[config.mk]
export PLATFORM = sky130hd
export DESIGN_NAME = mod8_wrap_monitor
export DESIGN_NICKNAME = d
export VERILOG_FILES = /design/src/rtl/mod8_wrap_monitor.sv
export SDC_FILE = /design/constraint.sdc
export NUM_CORES = 1
export LEC_CHECK = 0
export ABC_CLOCK_PERIOD_IN_PS = 4000
export CAP_MARGIN = 5
export CELL_PAD_IN_SITES_DETAIL_PLACEMENT = 0
export CELL_PAD_IN_SITES_GLOBAL_PLACEMENT = 1
export CORE_MARGIN = 2
export CORE_UTILIZATION = 39
export CTS_CLUSTER_SIZE = 14
export DETAILED_ROUTE_END_ITERATION = 8
export DONT_BUFFER_PORTS = 1
export PLACE_DENSITY_LB_ADDON = 0.1
export SLEW_MARGIN = 15
export SYNTH_ARGS = -nofsm -noshare
export SYNTH_HDL_FRONTEND = slang
export SYNTH_SLANG_ARGS = --single-unit
[constraint.sdc]
create_clock -name clk -period 4 [get_ports clk]
set_input_delay 1.2 -clock clk [delete_from_list [all_inputs] [get_ports clk]]
set_output_delay 1.2 -clock clk [all_outputs]
set_load 0.005 [all_outputs]
[src/rtl/mod8_wrap_monitor.sv]
// Checker for a 3-bit MOD-8 down counter: follows the 7..0 sequence, counts
// completed periods and logs wrap / sequence-error events into a small FIFO.
module mod8_wrap_monitor #(
  parameter int FIFO_DEPTH = 4,
  parameter int WRAP_W     = 8
) (
  input  logic                        clk,
  input  logic                        reset,
  input  logic [2:0]                  count,
  input  logic                        clear,
  input  logic                        evt_ready,
  output logic                        evt_valid,
  output logic [WRAP_W+1:0]           evt_data,
  output logic [WRAP_W-1:0]           wrap_count,
  output logic                        seq_error,
  output logic                        overflow,
  output logic [$clog2(FIFO_DEPTH):0] fifo_level
);

  localparam int AW = $clog2(FIFO_DEPTH);
  localparam int LW = AW + 1;

  typedef enum logic {SYNC, LOCKED} state_t;

  state_t              state, state_n;
  logic [2:0]          prev, prev_n, expected;
  logic [WRAP_W-1:0]   wrap_n;
  logic                push, push_ok, pop, full, seq_set;
  logic [WRAP_W+1:0]   push_data;
  logic [WRAP_W+1:0]   mem [FIFO_DEPTH];
  logic [AW-1:0]       wr_ptr, rd_ptr;

  assign expected  = prev - 3'd1;
  assign evt_valid = (fifo_level != '0);
  assign evt_data  = mem[rd_ptr];
  assign pop       = evt_valid && evt_ready;
  assign full      = (fifo_level == LW'(FIFO_DEPTH));
  // A full FIFO still takes a push when the head leaves in the same cycle.
  assign push_ok   = push && (!full || pop);

  always_comb begin
    state_n   = state;
    prev_n    = prev;
    wrap_n    = wrap_count;
    push      = 1'b0;
    push_data = '0;
    seq_set   = 1'b0;
    case (state)
      SYNC: begin
        prev_n  = count;
        state_n = LOCKED;
      end
      LOCKED: begin
        if (count == expected) begin
          prev_n = count;
          if (prev == 3'd0) begin
            wrap_n    = wrap_count + 1'b1;
            push      = 1'b1;
            push_data = {2'b01, wrap_n};
          end
        end else begin
          push      = 1'b1;
          push_data = {2'b10, wrap_count};
          seq_set   = 1'b1;
          state_n   = SYNC;
        end
      end
      default: state_n = SYNC;
    endcase
  end

  // Clear outranks every other update; FIFO contents are simply abandoned.
  always_ff @(posedge clk or posedge reset) begin
    if (reset) begin
      state      <= SYNC;
      prev       <= '0;
      wrap_count <= '0;
      seq_error  <= 1'b0;
      overflow   <= 1'b0;
      wr_ptr     <= '0;
      rd_ptr     <= '0;
      fifo_level <= '0;
      for (int i = 0; i < FIFO_DEPTH; i++) mem[i] <= '0;
    end else if (clear) begin
      state      <= SYNC;
      wrap_count <= '0;
      seq_error  <= 1'b0;
      overflow   <= 1'b0;
      wr_ptr     <= '0;
      rd_ptr     <= '0;
      fifo_level <= '0;
    end else begin
      state      <= state_n;
      prev       <= prev_n;
      wrap_count <= wrap_n;
      if (seq_set) seq_error <= 1'b1;
      if (push && !push_ok) overflow <= 1'b1;
      if (push_ok) begin
        mem[wr_ptr] <= push_data;
        wr_ptr      <= wr_ptr + AW'(1);
      end
      if (pop) rd_ptr <= rd_ptr + AW'(1);
      if (push_ok && !pop) fifo_level <= fifo_level + LW'(1);
      else if (!push_ok && pop) fifo_level <= fifo_level - LW'(1);
    end
  end

endmodule

==> metrics.md <==
| Metric | Value |
|---|---|
| Worst-margin pin slew | roughly 1.1 ns |
| Synth Net Count | between 200 and 300 |
| Fmax | around 330 MHz |
| Status | finished, final reports clean |
| Setup crit end kind | primary output |
| Die span in y | roughly 97 microns |
| Post-Synth Simple-Gate Area | 10.80% |
| FF-to-FF setup slack | between 1 and 1.5 ns |
| Fin nets | about 280 |
| Largest delay share family, worst path | flip-flops |
| Hold Vio Cnt, Final | 0 |
| Primary FF master, synth | dfrtp_1 |
| FILL cells | ~800 |
| Worst reg2reg path depth | 10 |
| Area grow syn2layout | 10.84% |
| Critical path required time | about 2.8 ns |
| Worst-path maximum fanout | 12 |
| Std cell rows | 33 |
| Hold-fix buffers at CTS | 0 |
| Final setup violation count | 0 |
| Post-synth top area share | 45.74% |
| Clock buffer depth | 2 |
| Share of layout cells above drive strength 1 | between 20% and 30% |
| Top-count cell post-synth | dfrtp_1 |
| Final cell count without fillers | between 300 and 400 |
| Fraction of registers with async set/reset | 100.0% |
| Hpwl dp | around 4700 microns |
| 1st-pass router iterations | 4 |
| Post-synth EDFFs | 0 |
| CP cell instances | mux4_2 |
| Drt via density | around 5.2 |
| Hold wc startpoint | prev[1]$_DFFE_PP0P_ |
| Top Usage Layer GRT | met2 |
| P_leak | around 1.6 nW |
| Synth area leader | dfrtp_1 |
| Pins Over Slew Limit | 0 |
| Tcrit/Tclk final | between 70% and 80% |
| Mux cell area share after synthesis | a little over a quarter |
| Critical Path Max Stage Delay | 0.85 ns |
| Adder-cell area share of the yosys netlist | 3.225% |
| Max_cap viols | 0 |
| Initial Util | slightly above 40% |
| Hold path depth | 1 |
| Fin crit period | 3.009 ns |
| Total CTS buffers | 9 |
| Die area | between 9000 and 10000 sq um |
| Post-CTS setup buffer count | 0 |
| Drt initial violations | 67 |
| Crit path max-delay cell type | dfrtp_1 |
| # diodes | 0 |
| Worst Path Buf+Inv | 0 |
| CTS tree | built |
| Capturing point of the worst reg2reg path | fifo_level[2]$_DFFE_PP0P_ |
| Die Span X | 96.50 microns |
| DRT antenna net count | 0 |
| Critical path class | register to primary output |
| Placed Instances | between 300 and 400 |
| IO Port Bufs | 0 |
| Root Buffer | clkbuf_8 |
| Synth top area cells | dfrtp_1 46%, mux2_4 18%, mux4_2 6.7%, ha_1 2.6%, xnor2_1 2.6% |
| Min Hold Slack | 0.4918 ns |
| Met2 Use GR | about a quarter |
| Drc violations | 0 |
| Maximum VDD drop | 262.4 uV |
| Clock H-tree levels | 3 |
| Synth Area in Compound Gates | 5.212% |
| Vias in the first global route | approximately 2100 |
| Tot GR Track Use | between 10% and 20% |
| Post_cts resized | 0 |
| Synth cell count leaders | 61 x dfrtp_1, 40 x mux2_4, 22 x nor2_1, 15 x nand2_1 |
| M1 GR Usage | around 22% |
| Largest family of logic cells by synthesized area | multiplexers |
| #FFs+latches synth | slightly above 60 |
| Worst slew margin | between 20% and 30% |
| Latest clock arrival within the worst-skew pair | approximately 0.34 ns |
| Antenna violations before repair | 0 |
| Grt met3 use | between 5 and 6% |
| Post-Synthesis Cells | between 200 and 300 |
| WL per Instance | roughly 19 microns |
| Worst Setup Start Kind | register |
| Final TNS setup | 0 ns |
| Clk_skew | ~0.014 ns |
| Gpl congestion | 0.7685 |
| Register area | 1526 sq um |
| YS warnings | 0 |
| Core area | ~8300 sq um |
| Worst r2r src | prev[0]$_DFFE_PP0P_ |
| Hold Crit Endpoint | prev[1]$_DFFE_PP0P_ |
| Synth unique cells | between 40 and 50 |
| Tightest Hold Check Type | register to register |
| Mean post-synth cell area | between 10 and 15 sq um |
| Area of the multi-input gates | approximately 1700 sq um |
| Via count | roughly 2000 |
| Final Routed Wirelength | approximately 7000 microns |
| Clock-pin slew on the worst setup and hold paths | approximately 0.08 ns |
| IO Pins | 31 |
| Sequential-to-total area share from yosys stat | ~46% |
| Power Density | roughly 520 nW/um^2 |
| RSZ-0062 raised after global routing | false |
| Sink Count | around 60 |
| Mapped cell area | 3337 sq um |
| Grt ovf | 0 |
| Worst EP arrival | roughly 1.8 ns |
| Pin count of the biggest net entering global routing | slightly above 60 |
| First-pass GRT wire length | 11500 microns |
| Post-synthesis xor/xnor area fraction | between 4 and 5% |
## per-layer routing
metal  share of wire (%)  up-vias
met5                   0        -
met4                 1.1        0
met3                 4.2        6
met2                  47       34
met1                  48      979
li1                    -      933
## cells in the final DEF, fill, tap and decap left out, types with 3 or more instances in the layout
cell       Yosys  routed
xor2_1         5       5
bufinv_16      0       3
dfrtp_1       61      61
mux4_2        10      10
mux2i_1        3       3
a211oi_1       3       3
and2_1         8       8
ha_1           7       7
buf_4          0       8
mux2_1         3       3
nor2_1        22      22
mux2_4        40      40
nand3_1        6       6
or3_1          4       4
nand2_1       15      15
a21oi_1        6       6
clkbuf_8       0       9
xnor2_1       10      10
inv_1         10       9
## where the power goes
part / switching, W / internal [W]
Clock: 0.000249 / 0.000414
Sequential: 0.000105 / 0.000673
Combinational: 0.000240 / 0.000226
## state kept, by name, indices dropped and copies added (netlist names)
signal	flops
prev	3
overflow	1
seq_error	1
wr_ptr	2
fifo_level	3
mem	40
rd_ptr	2
wrap_count	8
state	1
## worst reg2reg max path, stage by stage, from the launching register on
cell      delay, ns
dfrtp_1        0.41
inv_1          0.09
ha_1           0.20
xor3_1         0.32
o41ai_4        0.39
nor2_1         0.12
fa_1           0.42
nor2_1         0.12
mux2_2         0.34
o221ai_1       0.08
a31oi_1        0.11
## cell type report
cell class              instances  area share (%)
multi-input cells             176           46.08
well taps                     105           3.552
clock buffers                  10           3.451
clock inverters                 6           3.011
flip-flops and latches         61           41.27
repair buffers                  8           1.624
inverters                      10           1.015
## logic make-up after synthesis
| group | Yosys count |
|---|---|
| buffers and inverters | 22 |
| flip-flops | 61 |
| AND/OR/NAND/NOR | 72 |
| AO/OA/AOI/OAI | 23 |
| multiplexers | 57 |
| adder cells (fa/ha/maj) | 8 |
| XOR/XNOR | 16 |
## per-stage QoR
stage / power (W) / area [sq um] / setup WS (ns) / util [%]
5_1_grt: 0.002038 / 3699 / 0.8388 / 44.79
4_1_cts: 0.001939 / 3699 / 0.9092 / 44.79
3_5_place_dp: 0.001265 / 3460 / 0.6651 / 41.89
2_1_floorplan: 0.001156 / 3337 / 0.5445 / -
6_report: 0.001908 / 3699 / 0.9911 / 44.79
3_3_place_gp: 0.001264 / 3460 / 0.6985 / 41.89
## how the worst max path moves through the flow
| stage | slack, ns | to | start | cells past startpoint |
|---|---|---|---|---|
| 2_1_floorplan | 0.54 | fifo_level[2]$_DFFE_PP0P_ | count[2] | 8 |
| 3_3_place_gp | 0.70 | fifo_level[2]$_DFFE_PP0P_ | count[2] | 8 |
| 3_5_place_dp | 0.67 | fifo_level[2]$_DFFE_PP0P_ | count[2] | 8 |
| 4_1_cts | 0.91 | evt_data[9] | rd_ptr[0]$_DFFE_PP0P_ | 1 |
| 5_1_grt | 0.84 | evt_data[9] | rd_ptr[0]$_DFFE_PP0P_ | 1 |
| 6_report | 0.99 | evt_data[9] | rd_ptr[0]$_DFFE_PP0P_ | 1 |
Note: power is estimated with default switching activity, not from simulation.
==> edit 1 (same flow settings) <==
Set the parameter `FIFO_DEPTH` to 2 (it was 4).
--- a/src/rtl/mod8_wrap_monitor.sv
+++ b/src/rtl/mod8_wrap_monitor.sv
@@ -1,7 +1,7 @@
 // Checker for a 3-bit MOD-8 down counter: follows the 7..0 sequence, counts
 // completed periods and logs wrap / sequence-error events into a small FIFO.
 module mod8_wrap_monitor #(
-  parameter int FIFO_DEPTH = 4,
+  parameter int FIFO_DEPTH = 2,
   parameter int WRAP_W     = 8
 ) (
   input  logic                        clk,
Ports: changed (resized fifo_level); port bits go from 31 to 30. No check against the original RTL was run, so the function may have changed too.
==> edit 1 against the unedited design <==
  * Setup slack improved by 0.15 ns
  * Sequential cell count down 23
  * Power decreased by 41%
  * Final area decreased by 40%
  * Wire length is 32% lower
  * Area after synthesis down 38%
  * Count of clock-buffer cells in the layout down 3
  * Sequential share of layout area increased by 1.7 points
  * Largest cell class unchanged
==> edit 1: results (changes against the unedited design) <==
status completed; routability congestion estimate 0.790 (+2.8%); DPL Wire Length 3520 µm (-25%); area grow syn2layout 7.47%; Clock Latency Late Sink 0.29 ns (-0.05 ns); first-pass GRT wire length 7940 µm (-31%); die width 76.7 µm (-21%); Signal buffers 2 (-6); CP Data Arrival Time 3.06 ns (+1.25 ns); Reg power frac 44.8% (+4.0 points); slowest stage delay, CP 0.67 ns (-0.18 ns); setup bufs post-CTS 0 (unchanged); P_leak 0.945 nW (-42%); grt met1 use 21.3% (-1.2 points); critical path's top delay family simple AND/OR/NAND/NOR gates; Synth Register Bits 38 (-38%); initial DRC count 47 (-30%); Register-to-Register Setup Slack 1.17 ns (-0.10 ns); H-tree depth 2 (-1); placed cell areas 2120 µm² (-39%); syn_nets 206 (-25%); synth top area cells dfrtp_1, mux2_2, o21ai_0; Hold Crit Start mem[9]; Placed Instances 259 (-28%); worst slew pin tran 0.906 ns (-0.239 ns); Overall Power 1.13 mW (-41%); worst hold path endpoint mem[9]; commonest cells in the netlist dfrtp_1, mux2_2, o21ai_0, a21oi_1, nor2_1; grt met2 use 28.5% (+1.8 points); Worst VDD drop 191 µV (-27%); Setup WS pre-CTS 0.839 ns (+0.174 ns); Fillers 523 (-33%); Netlist cell types 42 (-2.3%); routed vias 1556 (-20%); total CTS buffers 5 (-4); overall routing resource usage 17.0% (+0.10 points); slowest stage cell, crit path nand4_1; ratio of cells with drive above 1 in the final layout 18.3% (-11 points); CTS root buf clkbuf_8; DRT Wirelength 4790 µm (-32%); clock buffers 7 (-3); worst hold path type reg2reg; multi-input logic area 1040 µm² (-39%); P_clk 0.270 mW (-59%); Layout Skew 0.00286 ns (-0.0108 ns); FF-to-FF path depth 6 (-4); Clock-cell share 4.13% (-2.3 points); Final Hold Slack 0.505 ns (+0.0133 ns); Setup WS post-layout 1.15 ns (+0.154 ns); sequential share of the synthesized area 46.2% (+0.43 points); via/cell ratio 5.83 (+12%); largest net degree at the start of global routing 25 (-60%); CP max FO 18 (+6); Logic inverters 7 (-3); Seq area share 43.0% (+1.7 points); synthesized area per cell 10.5 µm² (-18%); CP endpoint kind flip-flop; Psw 0.387 mW (-35%)
## edit 1: cell types whose count changed in the layout (fill, tap and decap cells not counted), moves of 7 or more
| cell | before | now |
|---|---|---|
| a21oi_1 | 6 | 17 |
| dfrtp_1 | 61 | 38 |
| mux2_2 | 1 | 22 |
| mux2_4 | 40 | 0 |
| mux4_2 | 10 | 0 |
| nand2_1 | 15 | 4 |
| nor2_1 | 22 | 12 |
| o21ai_0 | 2 | 19 |
| xnor2_1 | 10 | 3 |
## edit 1: logic make-up after synthesis
logic type	count (synthesis)	share of synthesized area, %
multiplexers	23	12.5
buffers and inverters	16	3.22
AO/OA/AOI/OAI	61	18.8
AND/OR/NAND/NOR	46	11.9
flip-flops	38	46.2
adder cells (fa/ha/maj)	3	1.82
XOR/XNOR	9	5.59
## edit 1: per-layer routing
| metal | wire length, µm | part of all wire (%) |
|---|---|---|
| met1 | 2200 | 46 |
| met2 | 2360 | 49 |
| met3 | 181 | 3.8 |
| met4 | 46 | 0.96 |
| met5 | 0 | 0 |
==> edit 2 (same settings) <==
Made on the original files. Put one more register stage on the output `wrap_count`, cleared by the reset. The value now appears one clock later. The other outputs are not delayed to match.
--- a/src/rtl/mod8_wrap_monitor.sv
+++ b/src/rtl/mod8_wrap_monitor.sv
@@ -22,6 +22,8 @@
 
   typedef enum logic {SYNC, LOCKED} state_t;
 
+  logic [WRAP_W-1:0] wrap_count_s0;
+
   state_t              state, state_n;
   logic [2:0]          prev, prev_n, expected;
   logic [WRAP_W-1:0]   wrap_n;
@@ -41,7 +43,7 @@
   always_comb begin
     state_n   = state;
     prev_n    = prev;
-    wrap_n    = wrap_count;
+    wrap_n    = wrap_count_s0;
     push      = 1'b0;
     push_data = '0;
     seq_set   = 1'b0;
@@ -54,13 +56,13 @@
         if (count == expected) begin
           prev_n = count;
           if (prev == 3'd0) begin
-            wrap_n    = wrap_count + 1'b1;
+            wrap_n    = wrap_count_s0 + 1'b1;
             push      = 1'b1;
             push_data = {2'b01, wrap_n};
           end
         end else begin
           push      = 1'b1;
-          push_data = {2'b10, wrap_count};
+          push_data = {2'b10, wrap_count_s0};
           seq_set   = 1'b1;
           state_n   = SYNC;
         end
@@ -74,7 +76,7 @@
     if (reset) begin
       state      <= SYNC;
       prev       <= '0;
-      wrap_count <= '0;
+      wrap_count_s0 <= '0;
       seq_error  <= 1'b0;
       overflow   <= 1'b0;
       wr_ptr     <= '0;
@@ -83,7 +85,7 @@
       for (int i = 0; i < FIFO_DEPTH; i++) mem[i] <= '0;
     end else if (clear) begin
       state      <= SYNC;
-      wrap_count <= '0;
+      wrap_count_s0 <= '0;
       seq_error  <= 1'b0;
       overflow   <= 1'b0;
       wr_ptr     <= '0;
@@ -92,7 +94,7 @@
     end else begin
       state      <= state_n;
       prev       <= prev_n;
-      wrap_count <= wrap_n;
+      wrap_count_s0 <= wrap_n;
       if (seq_set) seq_error <= 1'b1;
       if (push && !push_ok) overflow <= 1'b1;
       if (push_ok) begin
@@ -105,5 +107,13 @@
     end
   end
 
+  always_ff @(posedge clk or posedge reset) begin
+    if (reset) begin
+      wrap_count <= '0;
+    end else begin
+      wrap_count <= wrap_count_s0;
+    end
+  end
+
 endmodule
 
Behaviour: not the same (a bounded check fails within 4 cycles, from zero or initial values and one cycle with reset high).
==> edit 2 against the unedited design <==
  * Final area is 1.6% lower
  * Count of clock-buffer cells in the layout stayed put
  * Register-to-register slack better by 0.03 ns
  * Power up 4.1%
  * Wire length down 3.9%
  * Largest cell class is now registers
  * Largest power group unchanged
  * Sequential share of layout area grew 6.2 points
  * Area after synthesis decreased by 1.0%
  * Sequential cell count rose by 8
  * Fmax is 1.8% lower
  * Final cell count shrank 0.80%
  * Die area fell by 0.97%
  * Setup slack got worse by 0.057 ns
==> edit 2: results (changes against the unedited design) <==
synthesized area per cell 12.8 µm² (-0.63%); Fillers 787 (+1.3%); WL met2 3270 µm (-0.73%); comb_multi_in 167 (-5.1%); multi-input gate share of total cell area 40.7% (-5.3 points); comb pwr 0.475 mW (+2%); first-pass GRT wire length 11300 µm (-1.9%); routability congestion estimate 0.763 (-0.68%); status completed; Routed wire per std cell 18.2 µm (-3.1%); DPL Wire Length 4560 µm (-2.5%); met3 wire len 256 µm (-14%); Placed Instances 357 (-0.83%); ratio of cells with drive above 1 in the final layout 28.4% (-1.2 points); CP Data Arrival Time 1.87 ns (+0.06 ns); Setup WS post-layout 0.935 ns (-0.0565 ns); syn_nets 273 (-0.36%); Seq. pwr 0.865 mW (+11%); fin cells 373 (-0.80%); Layout Skew 0.00881 ns (-0.00484 ns); slowest stage delay, CP 0.88 ns (+0.03 ns); multiplexer area fraction after synthesis 20.8% (-6.2 points); Logic inverters 12 (+2); XOR/XNOR Fraction of Synth Area 4.36% (-0.29 points); Internal 1.35 mW (+2.9%); Register-to-Register Setup Slack 1.30 ns (+0.03 ns); Synth Register Bits 69 (+13%); largest net degree at the start of global routing 31 (-50%); relative slew slack 45.4% (+23 points); biggest regs mem: 40 flops, wrap_count: 8 flops, wrap_count_s0: 8 flops; Signal buffers 4 (-4); sequential share of the synthesized area 52.3% (+6.5 points); r2r endpoint fifo_level[1]; non-clk buf share 0.825% (-0.80 points); Nets 278 (-1.1%); Seq area share 47.5% (+6.2 points); Netlist cell types 41 (-4.7%); worst hold path endpoint wrap_count[4]; P_leak 1.64 nW (+0.16%); Worst VDD drop 292 µV (+11%); overall routing resource usage 16.8% (-0.12 points); commonest cells in the netlist dfrtp_1, mux2_2, nand2_1, o21ai_0; hold path depth 0 (-1); FF-to-FF path depth 9 (-1); worst setup path end evt_data[8]; synth top area cells dfrtp_1, mux2_2, mux4_2; vias in the first global route 2054 (-1.6%); post-synthesis adder-cell area fraction 3.26% (+0.033 points); Hold Crit Start wrap_count_s0[4]
-- edit 2: cell types whose count changed after synthesis, sizes merged, moves of 3 or more --
| cell | change |
|---|---|
| o21ai | +10 |
| nor2 | -9 |
| dfrtp | +8 |
| a21oi | +7 |
| and2 | -7 |
| mux2 | -4 |
| or3 | +4 |
| xnor2 | -4 |
| a211oi | -3 |
| nor4 | +3 |
-- edit 2: stage by stage --
step | area (µm²) | hold WS (ns)
final | 3640 | 0.435
after global routing | 3640 | 0.451
after CTS | 3640 | 0.433
after detailed placement | 3420 | 0.413
after global placement | 3420 | 0.417
after floorplan | 3300 | 0.382
-- edit 2: routing by layer --
layer | up-vias | GRT usage, %
met4 | 0 | 5.95
met3 | 8 | 5.64
met1 | 1067 | 21.6
met2 | 30 | 26.6
li1 | 948 | -
met5 | - | 0
